**config.mk**
```make
export PLATFORM = sky130hd
export DESIGN_NAME = peridot_servo_pwmcap
export DESIGN_NICKNAME = d
export VERILOG_FILES = /design/src/rtl/peridot_servo_pkg.sv /design/src/rtl/peridot_servo_insync.sv /design/src/rtl/peridot_servo_pwmcap.sv
export SDC_FILE = /design/constraint.sdc
export NUM_CORES = 1
export LEC_CHECK = 0
export ABC_AREA = 0
export BUFFER_PORTS_ARGS = -buffer_cell sky130_fd_sc_hd__clkbuf_2
export CAP_MARGIN = 40
export CORE_UTILIZATION = 58
export CTS_CLUSTER_DIAMETER = 150
export DETAILED_ROUTE_END_ITERATION = 10
export HOLD_SLACK_MARGIN = 0.1
export PLACE_DENSITY = 0.74
export SLEW_MARGIN = 10
export SYNTH_ARGS = -nofsm -noshare
export SYNTH_HDL_FRONTEND = slang
export SYNTH_SLANG_ARGS = --single-unit
```
**constraint.sdc**
```tcl
create_clock -name clock_sig -period 2.9 [get_ports clock_sig]
set_clock_uncertainty 0.05 [all_clocks]
set_input_delay 0.725 -clock clock_sig [delete_from_list [all_inputs] [get_ports clock_sig]]
set_output_delay 0.725 -clock clock_sig [all_outputs]
set_load 0.005 [all_outputs]
```
**src/rtl/peridot_servo_pkg.sv**
```systemverilog
// peridot_servo_pkg: shared widths, timing constants and FSM states for the servo peripheral.
package peridot_servo_pkg;
    localparam int STEPW = 13;
    localparam int FRAMESTEP = 2560;
    localparam int DEF_MINWIDTHSTEP = 64;
    localparam logic [7:0] WIDTH_RESET = 8'd128;
    typedef enum logic [1:0] {IDLE, WAIT_LOW, WAIT_RISE, MEASURE} cap_state_t;
endpackage

```
**src/rtl/peridot_servo_insync.sv**
```systemverilog
// peridot_servo_insync: two-flop synchroniser plus history flop with edge detect.
module peridot_servo_insync (
    input  logic clock_sig,
    input  logic reset_sig,
    input  logic async_in,
    output logic s_in,
    output logic rise,
    output logic fall
);
    logic meta;
    logic s_prev;
    always_ff @(posedge clock_sig or posedge reset_sig)
        if (reset_sig) begin
            meta   <= 1'b0;
            s_in   <= 1'b0;
            s_prev <= 1'b0;
        end else begin
            meta   <= async_in;
            s_in   <= meta;
            s_prev <= s_in;
        end
    assign rise = s_in & ~s_prev;
    assign fall = ~s_in & s_prev;
endmodule

```
**src/rtl/peridot_servo_pwmcap.sv**
```systemverilog
// peridot_servo_pwmcap: measures servo pulse high time in PWM steps and decodes it
// back into the 8-bit width code, with validity, timeout and sticky error reporting.
module peridot_servo_pwmcap
    import peridot_servo_pkg::*;
#(
    parameter int MINWIDTHSTEP = DEF_MINWIDTHSTEP,
    parameter int MAXPULSESTEP = 640,
    parameter int TIMEOUTSTEP  = 5120
) (
    input  logic       clock_sig,
    input  logic       reset_sig,
    input  logic       cap_enable,
    input  logic       step_tick,
    input  logic       pwm_in,
    input  logic       err_clear,
    output logic [7:0] reg_readdata,
    output logic       cap_valid,
    output logic       cap_update,
    output logic       cap_timeout,
    output logic       cap_error
);
    localparam logic [STEPW-1:0] MINW   = STEPW'(MINWIDTHSTEP);
    localparam logic [STEPW-1:0] MAXP   = STEPW'(MAXPULSESTEP);
    localparam logic [STEPW-1:0] TMO    = STEPW'(TIMEOUTSTEP);
    localparam logic [STEPW-1:0] TMO_M1 = STEPW'(TIMEOUTSTEP - 1);
    localparam logic [STEPW-1:0] CODE_MAX = STEPW'(255);

    cap_state_t       state;
    logic [STEPW-1:0] step_cnt;
    logic [STEPW-1:0] tmo_cnt;
    logic [STEPW-1:0] diff;
    logic [7:0]       code;
    logic             s_in;
    logic             rise;
    logic             fall;

    peridot_servo_insync u_sync (
        .clock_sig(clock_sig),
        .reset_sig(reset_sig),
        .async_in (pwm_in),
        .s_in     (s_in),
        .rise     (rise),
        .fall     (fall)
    );

    // underflow is guarded explicitly so a short pulse never decodes from a wrapped value
    assign diff = step_cnt - MINW;
    assign code = (step_cnt < MINW) ? 8'd0 : (diff > CODE_MAX) ? 8'd255 : diff[7:0];

    always_ff @(posedge clock_sig or posedge reset_sig)
        if (reset_sig) begin
            state        <= IDLE;
            step_cnt     <= '0;
            tmo_cnt      <= '0;
            reg_readdata <= WIDTH_RESET;
            cap_valid    <= 1'b0;
            cap_update   <= 1'b0;
            cap_timeout  <= 1'b0;
            cap_error    <= 1'b0;
        end else begin
            cap_update <= 1'b0;
            if (err_clear)
                cap_error <= 1'b0;
            if (!cap_enable) begin
                state     <= IDLE;
                cap_valid <= 1'b0;
                step_cnt  <= '0;
                tmo_cnt   <= '0;
            end else begin
                if (state != IDLE && step_tick && tmo_cnt < TMO) begin
                    tmo_cnt <= tmo_cnt + 1'b1;
                    if (tmo_cnt == TMO_M1) begin
                        cap_timeout <= 1'b1;
                        cap_valid   <= 1'b0;
                    end
                end
                // later assignments below let a capture override a coincident timeout
                case (state)
                    IDLE:      state <= WAIT_LOW;
                    WAIT_LOW:  if (!s_in) state <= WAIT_RISE;
                    WAIT_RISE: if (rise) begin
                        step_cnt <= '0;
                        state    <= MEASURE;
                    end
                    MEASURE: begin
                        if (step_cnt > MAXP) begin
                            cap_error <= 1'b1;
                            state     <= WAIT_LOW;
                        end else if (fall) begin
                            reg_readdata <= code;
                            cap_update   <= 1'b1;
                            cap_valid    <= 1'b1;
                            cap_timeout  <= 1'b0;
                            tmo_cnt      <= '0;
                            state        <= WAIT_RISE;
                        end else if (s_in && step_tick)
                            step_cnt <= step_cnt + 1'b1;
                    end
                    default:   state <= IDLE;
                endcase
            end
        end
endmodule

```
======== Word-level counts from Yosys, hierarchy flattened ========
Index checks and enable logic that the tools add are counted.
storage, ports and cells
  register bits after elaboration ......... 43
  input port bits ......................... 6
  output and inout port bits .............. 12
  word-level logic and storage cells ...... 80
operators by class
  add/sub/neg operators ................... 3
  order comparisons ....................... 4
  equality and inequality tests ........... 11
  multiplexer cells ....................... 38
  bitwise operators ....................... 5
  reductions and logical operators ........ 8
operator list
  cell                     count
  $mux W13                 10
  $add A13 B1 Y13 const B  2
  $pmux W13 S2             1
  $mux W1                  19
  $mux W8                  2
  $ne A3 B3 Y1 const B     5
  $eq A13 B13 Y1 const B   1
  $gt A13 B10 Y1 const B   1
  $gt A13 B8 Y1 const B    1
  $lt A13 B13 Y1 const B   1
  $lt A13 B7 Y1 const B    1
  $sub A13 B7 Y13 const B  1
  $mux W2                  5
  $pmux W2 S4              1
  $reduce_and A5 Y1        1
  $eq A2 B2 Y1 const B     2
  $ne A4 B4 Y1 const B     1
  $reduce_and A4 Y1        1
  $logic_and A1 B1 Y1      3
  $ne A3 B1 Y1 const B     1
  $not A1 Y1               3
  $reduce_and A3 Y1        1
  $and A1 B1 Y1            2
  $eq A2 B1 Y1 const B     1
  other kinds (2)          2

======== Logic depth before layout (Yosys ltp) ========
  word-level depth ........................ 8
  gate-level depth with buffers ........... 8

======== Cells and area by module ========
From an unflattened synthesis, not the netlist that was laid out.
second synthesis, totals
  cell total of the unflattened synthesis .. 238
  area total of the unflattened synthesis .. 2287.2 µm²
modules (own cells, without submodules)
  module                times used  cells an instance  area each (µm²)  seq. area each (µm²)
  peridot_servo_pwmcap  1           232                2193.4           1002.2
  peridot_servo_insync  1           6                  93.8             75.1

======== Worst setup path before layout ========
No wires, ideal clock.
  path type ............................... register to register
  from .................................... reg step_cnt[2]
  to ...................................... reg step_cnt[8]
  setup time .............................. 140 ps
  arrival time ............................ 2167 ps
  required time ........................... 2710 ps
  slack ................................... 544 ps
  cell stages (with the launch flop) ...... 7
  cells stage by stage .................... dfrtp_1 or4_1 o2111a_2 or3_4 buf_6 o311ai_0 o41ai_1
between the ends
  word-level cells in the longest chain between the ends .. 6
  elaborated cells on any way between the ends .. 9
ends and longest elaborated chain
  what                    RTL line                    text
  from (decl)             peridot_servo_pwmcap.sv:29  logic [STEPW-1:0] step_cnt;
  from (signal assigned)  peridot_servo_pwmcap.sv:97  step_cnt <= step_cnt + 1'b1;
  $add A13 B1 Y13         peridot_servo_pwmcap.sv:97
  $mux W13                peridot_servo_pwmcap.sv:96  end else if (s_in && step_tick)
  $mux W13                peridot_servo_pwmcap.sv:89  end else if (fall) begin
  $mux W13                peridot_servo_pwmcap.sv:86  if (step_cnt > MAXP) begin
  $pmux W13 S2            peridot_servo_pwmcap.sv:78  case (state)
  $mux W13                peridot_servo_pwmcap.sv:64  if (!cap_enable) begin
Several ways; a longest one is shown, not always the timed one. The select of a mux whose other input is x is not followed.
A chain may end at the register's enable or synchronous reset.

======== Worst setup path after layout ========
  from .................................... reg step_cnt[2]
  to ...................................... reg step_cnt[7]
Same word-level chain as after synthesis.

==> metrics.txt <==
# TYPE chip_impl_metric gauge
chip_impl_metric{name="met3_usage",unit="%"} 5.47
chip_impl_metric{name="synthesis.area",unit="sq um"} 2130
chip_impl_metric{name="tritoncts_num_sinks",unit=""} 43
chip_impl_metric{name="antennaDiodeCount",unit=""} 0
chip_impl_metric{name="synth_cell_type_count",unit=""} 46
chip_impl_info{name="run_status",value="finished clean"} 1
chip_impl_metric{name="placement.cell_area",unit="sq um"} 2250
chip_impl_info{name="r2r_start",value="step_cnt[2]"} 1
chip_impl_metric{name="global_route.usage.met2",unit="%"} 40.5
chip_impl_info{name="ys_dominant_reg_cell",value="sky130_fd_sc_hd__dfrtp_1"} 1
chip_impl_info{name="worst_hold_path_type",value="flop to flop"} 1
chip_impl_info{name="setup.worst_path.end_class",value="flop"} 1
chip_impl_metric{name="seq_area_frac_synth",unit="%"} 50.6
chip_impl_metric{name="fin_area",unit="sq um"} 2330
chip_impl_metric{name="chip_width",unit="um"} 62.6
chip_impl_metric{name="grt_pass1_wl",unit="um"} 7050
chip_impl_metric{name="ir_worst_vdd",unit="uV"} 397
chip_impl_metric{name="post-route-min-period",unit="ps"} 2530
chip_impl_metric{name="synthArstFlopShare",unit="%"} 100
chip_impl_metric{name="initial_core_util",unit="%"} 62.4
chip_impl_metric{name="antenna_found_initial",unit=""} 0
chip_impl_metric{name="num-nets-final",unit=""} 255
chip_impl_metric{name="maxCapViolCount",unit=""} 0
chip_impl_metric{name="setup.reg_to_reg.worst_slack",unit="ps"} 370
chip_impl_metric{name="core",unit="sq um"} 3420
chip_impl_metric{name="finalNonFillerCells",unit=""} 289
chip_impl_info{name="tritoncts",value="built"} 1
chip_impl_info{name="synth_top_family_by_area",value="simple AND/OR/NAND/NOR gates"} 1
chip_impl_metric{name="postCtsSetupBuffers",unit=""} 0
chip_impl_info{name="timing.rr.end",value="step_cnt[7]"} 1
chip_impl_metric{name="routed_wire_length_per_instance",unit="um"} 13.7
chip_impl_metric{name="clock_slew_seen_by_the_registers_of_the_worst_setup_and_hold_paths",unit="ps"} 130
chip_impl_metric{name="post_cts.resized_instances",unit=""} 0
chip_impl_metric{name="post_synthesis_compound_gate_area_fraction",unit="%"} 12.5
chip_impl_info{name="criticalPathCategory",value="flop to flop"} 1
chip_impl_metric{name="min_path_cells",unit=""} 0
chip_impl_metric{name="yosys_register_bits",unit=""} 43
chip_impl_info{name="yosys.cell_count.top_type",value="sky130_fd_sc_hd__dfrtp_1"} 1
chip_impl_metric{name="power_per_cell_area",unit="nW/um^2"} 448
chip_impl_metric{name="worstMarginPinSlew",unit="ps"} 626
chip_impl_metric{name="place.port_buffers",unit=""} 17
chip_impl_metric{name="reg2regPathDepth",unit=""} 5
chip_impl_metric{name="detail-route-antenna-nets",unit=""} 0
chip_impl_metric{name="post_synth_and_or_nand_nor_area_fraction",unit="%"} 23.2
chip_impl_metric{name="grt_max_degree",unit=""} 44
chip_impl_metric{name="grt.met1_usage",unit="%"} 28.0
chip_impl_metric{name="max_slew_margin",unit="%"} 57.9
chip_impl_metric{name="row_count",unit=""} 21
chip_impl_info{name="netlist_top_cells_count",value="sky130_fd_sc_hd__dfrtp_1 (42), sky130_fd_sc_hd__nor2_1 (32), sky130_fd_sc_hd__nand2_1 (22)"} 1
chip_impl_metric{name="dp.cells",unit=""} 281
chip_impl_metric{name="drt_first_pass_iters",unit=""} 4
chip_impl_metric{name="arrival",unit="ps"} 2750
chip_impl_metric{name="crit_path_max_fanout",unit=""} 13
chip_impl_metric{name="critPathRequiredTime",unit="ps"} 3120
chip_impl_metric{name="yosys-mux-area-fraction",unit="%"} 0
chip_impl_info{name="global_route.peak_usage_layer",value="met2"} 1
chip_impl_metric{name="worst_hold_slack",unit="ps"} 321
chip_impl_metric{name="mappedNetlistNets",unit=""} 233
chip_impl_metric{name="clk-insertion-delay-late",unit="ps"} 360
chip_impl_info{name="synth.top_cells.by_area",value="sky130_fd_sc_hd__dfrtp_1 (49%), sky130_fd_sc_hd__nor2_1 (5.6%), sky130_fd_sc_hd__o21ai_0 (4.2%)"} 1
chip_impl_metric{name="power.static_leakage",unit="nW"} 1.08
chip_impl_metric{name="grt_usage",unit="%"} 23.1
chip_impl_metric{name="route.final.wire_length",unit="um"} 3970
chip_impl_metric{name="gp_routability_congestion",unit=""} 0.853
chip_impl_info{name="synth_area_leader_cell",value="sky130_fd_sc_hd__dfrtp_1"} 1
chip_impl_metric{name="htreeDepth",unit=""} 2
chip_impl_metric{name="post-synth-top-area-fraction",unit="%"} 49.3
chip_impl_metric{name="cts_max_path_bufs",unit=""} 2
chip_impl_metric{name="number_of_global_route_vias_before_repair",unit=""} 1598
chip_impl_metric{name="grt_overflow",unit=""} 0
chip_impl_metric{name="syn_to_final_growth",unit="%"} 9.34
chip_impl_metric{name="drt-vias-per-instance",unit=""} 5.67
chip_impl_metric{name="period_share",unit="%"} 87.3
chip_impl_info{name="worst_hold_startpoint",value="u_sync.meta"} 1
chip_impl_metric{name="post_route_cells_drive_above_1_share",unit="%"} 15.6
chip_impl_metric{name="cts_inserted_buffers",unit=""} 5
chip_impl_metric{name="fp.dieH",unit="um"} 62.6
chip_impl_metric{name="vias",unit=""} 1640
chip_impl_metric{name="setup_viol_count_final",unit=""} 0
chip_impl_metric{name="synth_fa_ha_area_share",unit="%"} 4.11
chip_impl_info{name="worstSetupStartpointType",value="flop"} 1
chip_impl_info{name="root_buffer_selected_by_cts",value="sky130_fd_sc_hd__clkbuf_4"} 1
chip_impl_metric{name="drc_errors",unit=""} 0
chip_impl_metric{name="cts-hold-fix-buffers",unit=""} 0
chip_impl_metric{name="layout.filler_cells",unit=""} 270
chip_impl_metric{name="share_of_the_synthesized_netlist_area_taken_by_xor_and_xnor_gates",unit="%"} 5.75
chip_impl_info{name="min_delay_worst_endpoint",value="u_sync.s_in"} 1
chip_impl_metric{name="ios",unit=""} 18
chip_impl_metric{name="synth_enable_flop_cells",unit=""} 0
chip_impl_metric{name="postSynthAreaPerCell",unit="sq um"} 9.69
chip_impl_metric{name="setup_total_negative_slack",unit="ps"} 0
chip_impl_metric{name="post_synth_inst_count",unit=""} 220
chip_impl_metric{name="finalMaxSlewViolations",unit=""} 0
chip_impl_metric{name="dp.final_hpwl",unit="um"} 2920
chip_impl_metric{name="drc_marker_count_from_the_first_detailed_route_iteration",unit=""} 55
chip_impl_metric{name="dieArea",unit="sq um"} 3920
chip_impl_info{name="grt_setup_unrepaired",value="false"} 1
chip_impl_metric{name="max_clock_freq",unit="MHz"} 395
chip_impl_metric{name="final_hold_viol_count",unit=""} 0
chip_impl_metric{name="yosysWarningCount",unit=""} 0
-- through the flow --
| stage | utilization (%) | worst slack (ps) | total power, mW |
|---|---|---|---|
| after detailed placement | 65.9 | 411 | 0.686 |
| after CTS | 68.2 | 364 | 1.06 |
| after global placement | 65.9 | 462 | 0.683 |
| after floorplan | - | 544 | 0.675 |
| after global routing | 68.2 | 285 | 1.09 |
| final | 68.2 | 368 | 1.04 |
-- cells by family (layout without fill, tap and decap cells) --
group,count (synthesis),count (layout)
buf+inv,15,38
xor+xnor,14,14
compound gates,42,42
fa+ha+maj,7,7
simple gates,99,99
flops,43,43
-- sequential cells by signal (all words and copies together) (netlist names) --
register and flops:
cap_timeout 1, tmo_cnt 13, cap_valid 1, state 2
u_sync.s_prev 1, u_sync.meta 1, u_sync.s_in 1, cap_update 1
cap_error 1, reg_readdata 8, step_cnt 13
-- cell usage in the layout, fill, tap and decap left out, types with 2 or more instances in the layout --
cell                       netlist  routed
sky130_fd_sc_hd__o21a_1          4       4
sky130_fd_sc_hd__dfrtp_1        42      42
sky130_fd_sc_hd__nor2_1         32      32
sky130_fd_sc_hd__xor2_1          7       7
sky130_fd_sc_hd__or2b_2          3       3
sky130_fd_sc_hd__nand4_1         3       3
sky130_fd_sc_hd__a31oi_1         2       2
sky130_fd_sc_hd__and3_1          3       3
sky130_fd_sc_hd__nand3_1        11      11
sky130_fd_sc_hd__inv_1          10      10
sky130_fd_sc_hd__and2_1          2       2
sky130_fd_sc_hd__or3_1           2       2
sky130_fd_sc_hd__a41oi_1         2       2
sky130_fd_sc_hd__a21oi_1         5       5
sky130_fd_sc_hd__nand2b_1        3       3
sky130_fd_sc_hd__buf_4           1       3
sky130_fd_sc_hd__or3_2           2       2
sky130_fd_sc_hd__nand2_1        22      22
sky130_fd_sc_hd__clkbuf_2        0      17
sky130_fd_sc_hd__o21ai_0        18      18
sky130_fd_sc_hd__ha_1            7       7
sky130_fd_sc_hd__clkbuf_4        0       5
sky130_fd_sc_hd__xnor2_1         7       7
sky130_fd_sc_hd__nor3_1          7       7
-- layout make-up --
type	count	area, sq um	share of cell area, %
Tap cell	46	57.6	2.47
Multi-Input combinational cell	162	971	41.7
Clock inverter	2	37.5	1.61
Clock buffer	6	41.3	1.77
Timing Repair Buffer	20	108	4.62
Inverter	10	37.5	1.61
Sequential cell	43	1080	46.2
-- where the power goes --
part / switching [mW] / leakage, nW / internal [mW]
clock network: 0.189 / 0.0385 / 0.182
logic: 0.0357 / 0.454 / 0.0198
registers: 0.0104 / 0.587 / 0.607
total: 0.236 / 1.08 / 0.809
-- metal layers --
layer | vias up | routed length, um
met5 | - | 0
met4 | 0 | 48
met3 | 6 | 128
met2 | 34 | 2050
met1 | 793 | 1740
li1 | 807 | -
-- critical path, stage by stage (launching register included) --
cell                       delay (ps)
sky130_fd_sc_hd__dfrtp_1          480
sky130_fd_sc_hd__or4_1            580
sky130_fd_sc_hd__o2111a_2         300
sky130_fd_sc_hd__or3_4            450
sky130_fd_sc_hd__or3_2            460
sky130_fd_sc_hd__a21oi_1          150
-- how the worst max path moves through the flow --
stage | from | to | slack, ps
after floorplan | step_cnt[2] | step_cnt[8] | 540
after global placement | step_cnt[2] | step_cnt[7] | 460
after detailed placement | step_cnt[2] | step_cnt[7] | 410
after CTS | step_cnt[2] | step_cnt[7] | 360
after global routing | step_cnt[2] | step_cnt[4] | 280
final | step_cnt[2] | step_cnt[7] | 370
Note: power is estimated with default switching activity, not from simulation.
